**src/rtl/input_command_scheduler.sv**
```systemverilog
`timescale 1ns/1ps
// input_command_scheduler
// Turns NES controller polls into game commands: press detection, Left/Right
// DAS auto-repeat, Soft-drop repeat, a one-bit-per-command pending set and a
// fixed-priority valid/ready output stage. A RUN/PAUSED machine toggles on each
// accepted PAUSE command.
//
// Ports
//   clk           system clock, all logic on its rising edge
//   reset         synchronous, active-low
//   buttons       poll sample, 1 = pressed: A B Select Start Up Down Left Right
//   buttons_valid one-cycle strobe marking a new poll
//   cmd           1 LEFT 2 RIGHT 3 SOFT_DROP 4 HARD_DROP 5 ROT_CW 6 ROT_CCW 7 PAUSE
//   cmd_valid     cmd holds a command
//   cmd_ready     consumer accepts cmd
//   paused        high while PAUSED
//   cmd_dropped   pulse when an event merges into an already-pending request
//
// state     | meaning
// RUN       | all events accepted
// PAUSED    | only PAUSE accepted, other pending bits flushed, repeaters idle
// ST_IDLE   | DAS: no direction held
// ST_CHARGE | DAS: direction held, counting up to DAS_DELAY polls
// ST_REPEAT | DAS: auto-repeating every DAS_REPEAT polls
module input_command_scheduler #(
   parameter int unsigned DAS_DELAY   = 16,
   parameter int unsigned DAS_REPEAT  = 6,
   parameter int unsigned SOFT_REPEAT = 2
) (
   input  logic       clk,
   input  logic       reset,
   input  logic [7:0] buttons,
   input  logic       buttons_valid,
   output logic [2:0] cmd,
   output logic       cmd_valid,
   input  logic       cmd_ready,
   output logic       paused,
   output logic       cmd_dropped
);

   typedef enum logic {RUN, PAUSED} run_state_t;
   typedef enum logic [1:0] {ST_IDLE, ST_CHARGE, ST_REPEAT} das_state_t;

   localparam logic [7:0] DELAY_TC  = 8'(DAS_DELAY);
   localparam logic [7:0] REPEAT_TC = 8'(DAS_REPEAT);
   localparam logic [7:0] SOFT_TC   = 8'(SOFT_REPEAT);

   // pending bit i holds command i+1
   localparam logic [6:0] PAUSE_BIT = 7'b1000000;

   run_state_t run_q, run_d;
   das_state_t das_q, das_d;
   logic [7:0] das_cnt_q, das_cnt_d;
   logic       soft_on_q, soft_on_d;
   logic [7:0] soft_cnt_q, soft_cnt_d;
   logic [7:0] prev_q;
   logic       primed_q;
   logic [6:0] pending_q, pending_d;
   logic [2:0] cmd_d;
   logic       cmd_valid_d;
   logic       dropped_d;

   logic [6:0] ev;
   logic [6:0] sel_mask;
   logic [2:0] sel_cmd;
   logic [6:0] load_mask;
   logic       load;
   logic       handshake;
   logic       left_eff, right_eff, left_edge, right_edge;
   logic       down_edge;
   logic [7:0] rise;
   logic [7:0] das_inc, soft_inc;
   logic       unused_select;

   assign unused_select = buttons[5] ^ prev_q[5];
   assign paused        = (run_q == PAUSED);

   always_comb begin
      das_d      = das_q;
      das_cnt_d  = das_cnt_q;
      soft_on_d  = soft_on_q;
      soft_cnt_d = soft_cnt_q;
      run_d      = run_q;
      ev         = '0;
      das_inc    = das_cnt_q + 8'd1;
      soft_inc   = soft_cnt_q + 8'd1;

      // The priming poll sees no rising edges, but a held direction still
      // starts charging so the first repeat lands DAS_DELAY polls later.
      rise       = primed_q ? (buttons & ~prev_q) : 8'h00;
      left_eff   = buttons[1] & ~buttons[0];
      right_eff  = buttons[0] & ~buttons[1];
      left_edge  = primed_q & left_eff  & ~(prev_q[1] & ~prev_q[0]);
      right_edge = primed_q & right_eff & ~(prev_q[0] & ~prev_q[1]);
      down_edge  = rise[2];

      if (buttons_valid) begin
         ev[3] = rise[3];
         ev[4] = rise[7];
         ev[5] = rise[6];
         ev[6] = rise[4];

         if (!(left_eff || right_eff)) begin
            das_d     = ST_IDLE;
            das_cnt_d = '0;
         end else if (left_edge || right_edge) begin
            ev[0]     = left_edge;
            ev[1]     = right_edge;
            das_d     = ST_CHARGE;
            das_cnt_d = '0;
         end else if (das_q == ST_IDLE) begin
            das_d     = ST_CHARGE;
            das_cnt_d = '0;
         end else if ((das_q == ST_CHARGE && das_inc == DELAY_TC) ||
                      (das_q == ST_REPEAT && das_inc == REPEAT_TC)) begin
            ev[0]     = left_eff;
            ev[1]     = right_eff;
            das_d     = ST_REPEAT;
            das_cnt_d = '0;
         end else begin
            das_cnt_d = das_inc;
         end

         if (!buttons[2]) begin
            soft_on_d  = 1'b0;
            soft_cnt_d = '0;
         end else if (down_edge) begin
            ev[2]      = 1'b1;
            soft_on_d  = 1'b1;
            soft_cnt_d = '0;
         end else if (!soft_on_q) begin
            soft_on_d  = 1'b1;
            soft_cnt_d = '0;
         end else if (soft_inc == SOFT_TC) begin
            ev[2]      = 1'b1;
            soft_cnt_d = '0;
         end else begin
            soft_cnt_d = soft_inc;
         end
      end

      if (run_q == PAUSED) begin
         ev         = ev & PAUSE_BIT;
         das_d      = ST_IDLE;
         das_cnt_d  = '0;
         soft_on_d  = 1'b0;
         soft_cnt_d = '0;
      end

      sel_cmd  = 3'd0;
      sel_mask = '0;
      if      (pending_q[6]) begin sel_cmd = 3'd7; sel_mask = 7'b1000000; end
      else if (pending_q[3]) begin sel_cmd = 3'd4; sel_mask = 7'b0001000; end
      else if (pending_q[4]) begin sel_cmd = 3'd5; sel_mask = 7'b0010000; end
      else if (pending_q[5]) begin sel_cmd = 3'd6; sel_mask = 7'b0100000; end
      else if (pending_q[0]) begin sel_cmd = 3'd1; sel_mask = 7'b0000001; end
      else if (pending_q[1]) begin sel_cmd = 3'd2; sel_mask = 7'b0000010; end
      else if (pending_q[2]) begin sel_cmd = 3'd3; sel_mask = 7'b0000100; end

      handshake   = cmd_valid & cmd_ready;
      load        = ~cmd_valid | handshake;
      load_mask   = load ? sel_mask : 7'b0;
      cmd_d       = load ? sel_cmd : cmd;
      cmd_valid_d = load ? (|pending_q) : cmd_valid;

      if (handshake && cmd == 3'd7)
         run_d = (run_q == RUN) ? PAUSED : RUN;

      // A bit being loaded this edge is free again, so a coinciding event
      // re-arms it instead of counting as a drop.
      dropped_d = |(ev & pending_q & ~load_mask);
      pending_d = (pending_q & ~load_mask) | ev;
      if (run_q == PAUSED)
         pending_d = pending_d & PAUSE_BIT;
   end

   always_ff @(posedge clk) begin
      if (!reset) begin
         run_q       <= RUN;
         das_q       <= ST_IDLE;
         das_cnt_q   <= '0;
         soft_on_q   <= 1'b0;
         soft_cnt_q  <= '0;
         prev_q      <= '0;
         primed_q    <= 1'b0;
         pending_q   <= '0;
         cmd         <= '0;
         cmd_valid   <= 1'b0;
         cmd_dropped <= 1'b0;
      end else begin
         run_q       <= run_d;
         das_q       <= das_d;
         das_cnt_q   <= das_cnt_d;
         soft_on_q   <= soft_on_d;
         soft_cnt_q  <= soft_cnt_d;
         pending_q   <= pending_d;
         cmd         <= cmd_d;
         cmd_valid   <= cmd_valid_d;
         cmd_dropped <= dropped_d;
         if (buttons_valid) begin
            prev_q   <= buttons;
            primed_q <= 1'b1;
         end
      end
   end

endmodule

```
**config.mk**
```make
export PLATFORM = sky130hd
export DESIGN_NAME = input_command_scheduler
export DESIGN_NICKNAME = d
export VERILOG_FILES = /design/src/rtl/input_command_scheduler.sv
export SDC_FILE = /design/constraint.sdc
export NUM_CORES = 1
export LEC_CHECK = 0
export CAP_MARGIN = 20
export CORE_UTILIZATION = 50
export CTS_CLUSTER_DIAMETER = 80
export DETAILED_ROUTE_END_ITERATION = 10
export GPL_ROUTABILITY_DRIVEN = 0
export PLACE_DENSITY_LB_ADDON = 0.3
export SETUP_SLACK_MARGIN = 0.1
export SYNTH_ARGS = -nofsm -noshare
export SYNTH_HDL_FRONTEND = slang
export SYNTH_SLANG_ARGS = --single-unit
export TNS_END_PERCENT = 20
```
**constraint.sdc**
```tcl
create_clock -name clk -period 2.3 [get_ports clk]
set_clock_uncertainty 0.05 [all_clocks]
set_input_delay 0.46 -clock clk [delete_from_list [all_inputs] [get_ports clk]]
set_output_delay 0.46 -clock clk [all_outputs]
set_load 0.005 [all_outputs]
```
==> results.ini <==
[clock_network]
cts_root_buf = clkbuf_8
htreeDepth = 2
cts_buffer_depth = 2
cts_made_buffers = 5
clk_pin_slew_ns = 0.07
cts_tree = built
worstSkewPairLatency_ns = 0.29
cts_hold_buf = 0
cts.sink_count = 40
cts_setup_buffers = 0

[logic_synthesis]
syn_inst = 278
synth_fp_nets = 296
synth_area_sq_um = 2270
ys_warn_count = 0
synth_commonest_cells = 42 x nor2_1, 40 x dfxtp_1, 20 x a21oi_1
synth_top_flop_cell = dfxtp_1
syn_avg_cell_area_sq_um = 8.17
async_flop_share_pct = 0
synth-seq-cells = 40
synth_edf_count = 0
synth_cell_type_count = 59
yosys-top-cells-area = dfxtp_1 35%, nor2_1 6.9%, a21oi_1 4.4%
ys_seq_area_share_pct = 35.2
synth_most_common_cell = nor2_1
synth_top_area_cell = dfxtp_1
synth_top_area_share_pct = 35.2

[sta]
fin_crit_ns = 2.05
rsz0062_at_grt = no
setup_viol = 0
relSlewSlack_pct = 75.3
fmax_mhz = 488
worstMarginPinSlew_ns = 0.370
drv_slew = 0
period_share_pct = 89.1
hold_viol = 0
setup_tns_ns = 0

[setup_path]
crit-reg2reg-launch = das_cnt_q[1]$_SDFFE_PP0P_
required_ns = 2.43
crit_family = compound AO/OA/AOI/OAI gates
start_kind = flip-flop
worstSetupPathType = flip-flop to flip-flop
path_max_fanout = 5
worstPathArrival_ns = 2.18
crit_chain = ha_1 -> buf_4 -> xnor2_1 -> o22ai_1 -> and3_1 -> a21oi_2 -> buf_4 -> and3_1 -> a221o_1
crit-reg2reg-capture = das_cnt_q[6]$_SDFFE_PP0P_
critPathSlowestCell = dfxtp_2
worstRegToRegCells = 9
worst-path-buf-inv = 2
r2r_slack_ns = 0.25
slowest_delay_ns = 0.35
end_kind = flip-flop

[routing]
postRouteAntennaNets = 0
vias_per_cell = 5.71
wl_um = 5040
drc = 0
drt-pass1-iter-count = 4
drt-initial-drc-count = 96
vias = 2077
post_drt_wl_per_cell_um = 13.8

[min_path]
hp-class = flip-flop to flip-flop
whs_endpoint = das_cnt_q[7]$_SDFFE_PP0P_
hold_start = das_cnt_q[7]$_SDFFE_PP0P_
worstHoldPathCells = 1

[floorplanning]
fp.dieH_um = 69.4
io_pins = 18
initial_core_util_pct = 52.2
coreArea_sq_um = 4350
dieArea_sq_um = 4820
rows = 24
die_x_um = 69.4

[global_route]
track_usage_pct = 21.2
grt_max_degree = 18
grt_pass1_wl_um = 8330
overflow = 0
grt_pass1_vias = 1897
antenna_found_initial = 0

[flow_run]
maxCapViolations = 0

[place]
io_buffers = 16
dp_cells = 359
dp_hpwl_um = 3630

[finish]
drive_gt1_share_pct = 18.9
finalNonFillerCells = 364
diodes = 0
layout.nets = 332
syn2layout_area_growth_pct = 21.3
fill_cells = 381

[power]
vdd_drop_max_mv = 0.366
p_leak_nw = 1.06
power_density_nw_per_um2 = 483
power_mw = 1.33

[status]
outcome = finished clean

power by group:
part           internal [mW]  total [mW]  switching (mW)
clock network          0.196       0.418           0.223
logic                 0.0967       0.183          0.0861
registers              0.712       0.730          0.0182
registers in the layout, indices dropped and copies added (netlist names):
| register | cells |
|---|---|
| das_cnt_q | 8 |
| soft_cnt_q | 8 |
| pending_q | 7 |
| prev_q | 7 |
| cmd | 3 |
| das_q | 2 |
| cmd_dropped | 1 |
| cmd_valid | 1 |
| paused | 1 |
| primed_q | 1 |
| soft_on_q | 1 |
area by class of cell:
class,instances,area (sq um),area share [%]
Timing Repair Buffer,47,402,14.6
Sequential cell,40,802,29.1
Clock buffer,5,68.8,2.50
Tap cell,52,65.1,2.36
Inverter,8,30.0,1.09
Multi-Input combinational cell,212,1390,50.4
through the flow:
stage	utilization, %	worst slack (ns)	area, sq um	hold slack [ns]
2_1_floorplan	-	0.293	2270	0.385
3_3_place_gp	60.1	-0.215	2620	0.407
3_5_place_dp	60.1	-0.237	2620	0.420
4_1_cts	61.8	0.0802	2690	0.435
5_1_grt	63.3	0.0934	2760	0.457
6_report	63.3	0.251	2760	0.428
cells in the final DEF (no fill, tap or decap), types with 7 or more instances in the layout:
cell type	instances
inv_1	7
nand2_1	17
nand2b_1	9
a21oi_1	20
nand3_1	10
mux2i_1	8
dfxtp_1	39
clkdlybuf4s50_1	14
buf_4	30
nor2_1	40
a31oi_1	7
repair_timing:
action,4_1_cts,5_1_grt
gates resized for setup,2,16
setup endpoints to repair,2,8
pin swaps,1,4
how the worst max path moves through the flow:
stage	depth (start not counted)	slack, ns	end	start
final	9	0.25	das_cnt_q[6]$_SDFFE_PP0P_	das_cnt_q[1]$_SDFFE_PP0P_
after global routing	8	0.09	das_cnt_q[6]$_SDFFE_PP0P_	das_cnt_q[2]$_SDFFE_PP0P_
after CTS	11	0.08	das_cnt_q[5]$_SDFFE_PP0P_	buttons[0]
after detailed placement	8	-0.24	cmd_dropped$_SDFF_PN0_	buttons[0]
after global placement	8	-0.22	cmd_dropped$_SDFF_PN0_	buttons[0]
after floorplan	7	0.29	cmd_dropped$_SDFF_PN0_	buttons[0]
metal layers:
| metal | up-vias | routed length [um] | GRT usage [%] |
|---|---|---|---|
| met5 | - | 0 | 0 |
| met4 | 0 | 138 | 8.84 |
| met3 | 12 | 147 | 3.92 |
| met2 | 34 | 2400 | 35.9 |
| met1 | 963 | 2360 | 26.2 |
| li1 | 1068 | - | - |
cell families after synthesis:
| logic type | count (synthesis) | share of synthesized area [%] |
|---|---|---|
| AO/OA/AOI/OAI | 65 | 19.3 |
| XOR/XNOR | 6 | 2.31 |
| adder cells (fa/ha/maj) | 6 | 3.30 |
| buffers and inverters | 26 | 6.33 |
| flip-flops | 40 | 35.2 |
| multiplexers | 8 | 3.52 |
| AND/OR/NAND/NOR | 127 | 30.0 |
Note: power is estimated with default switching activity, not from simulation.
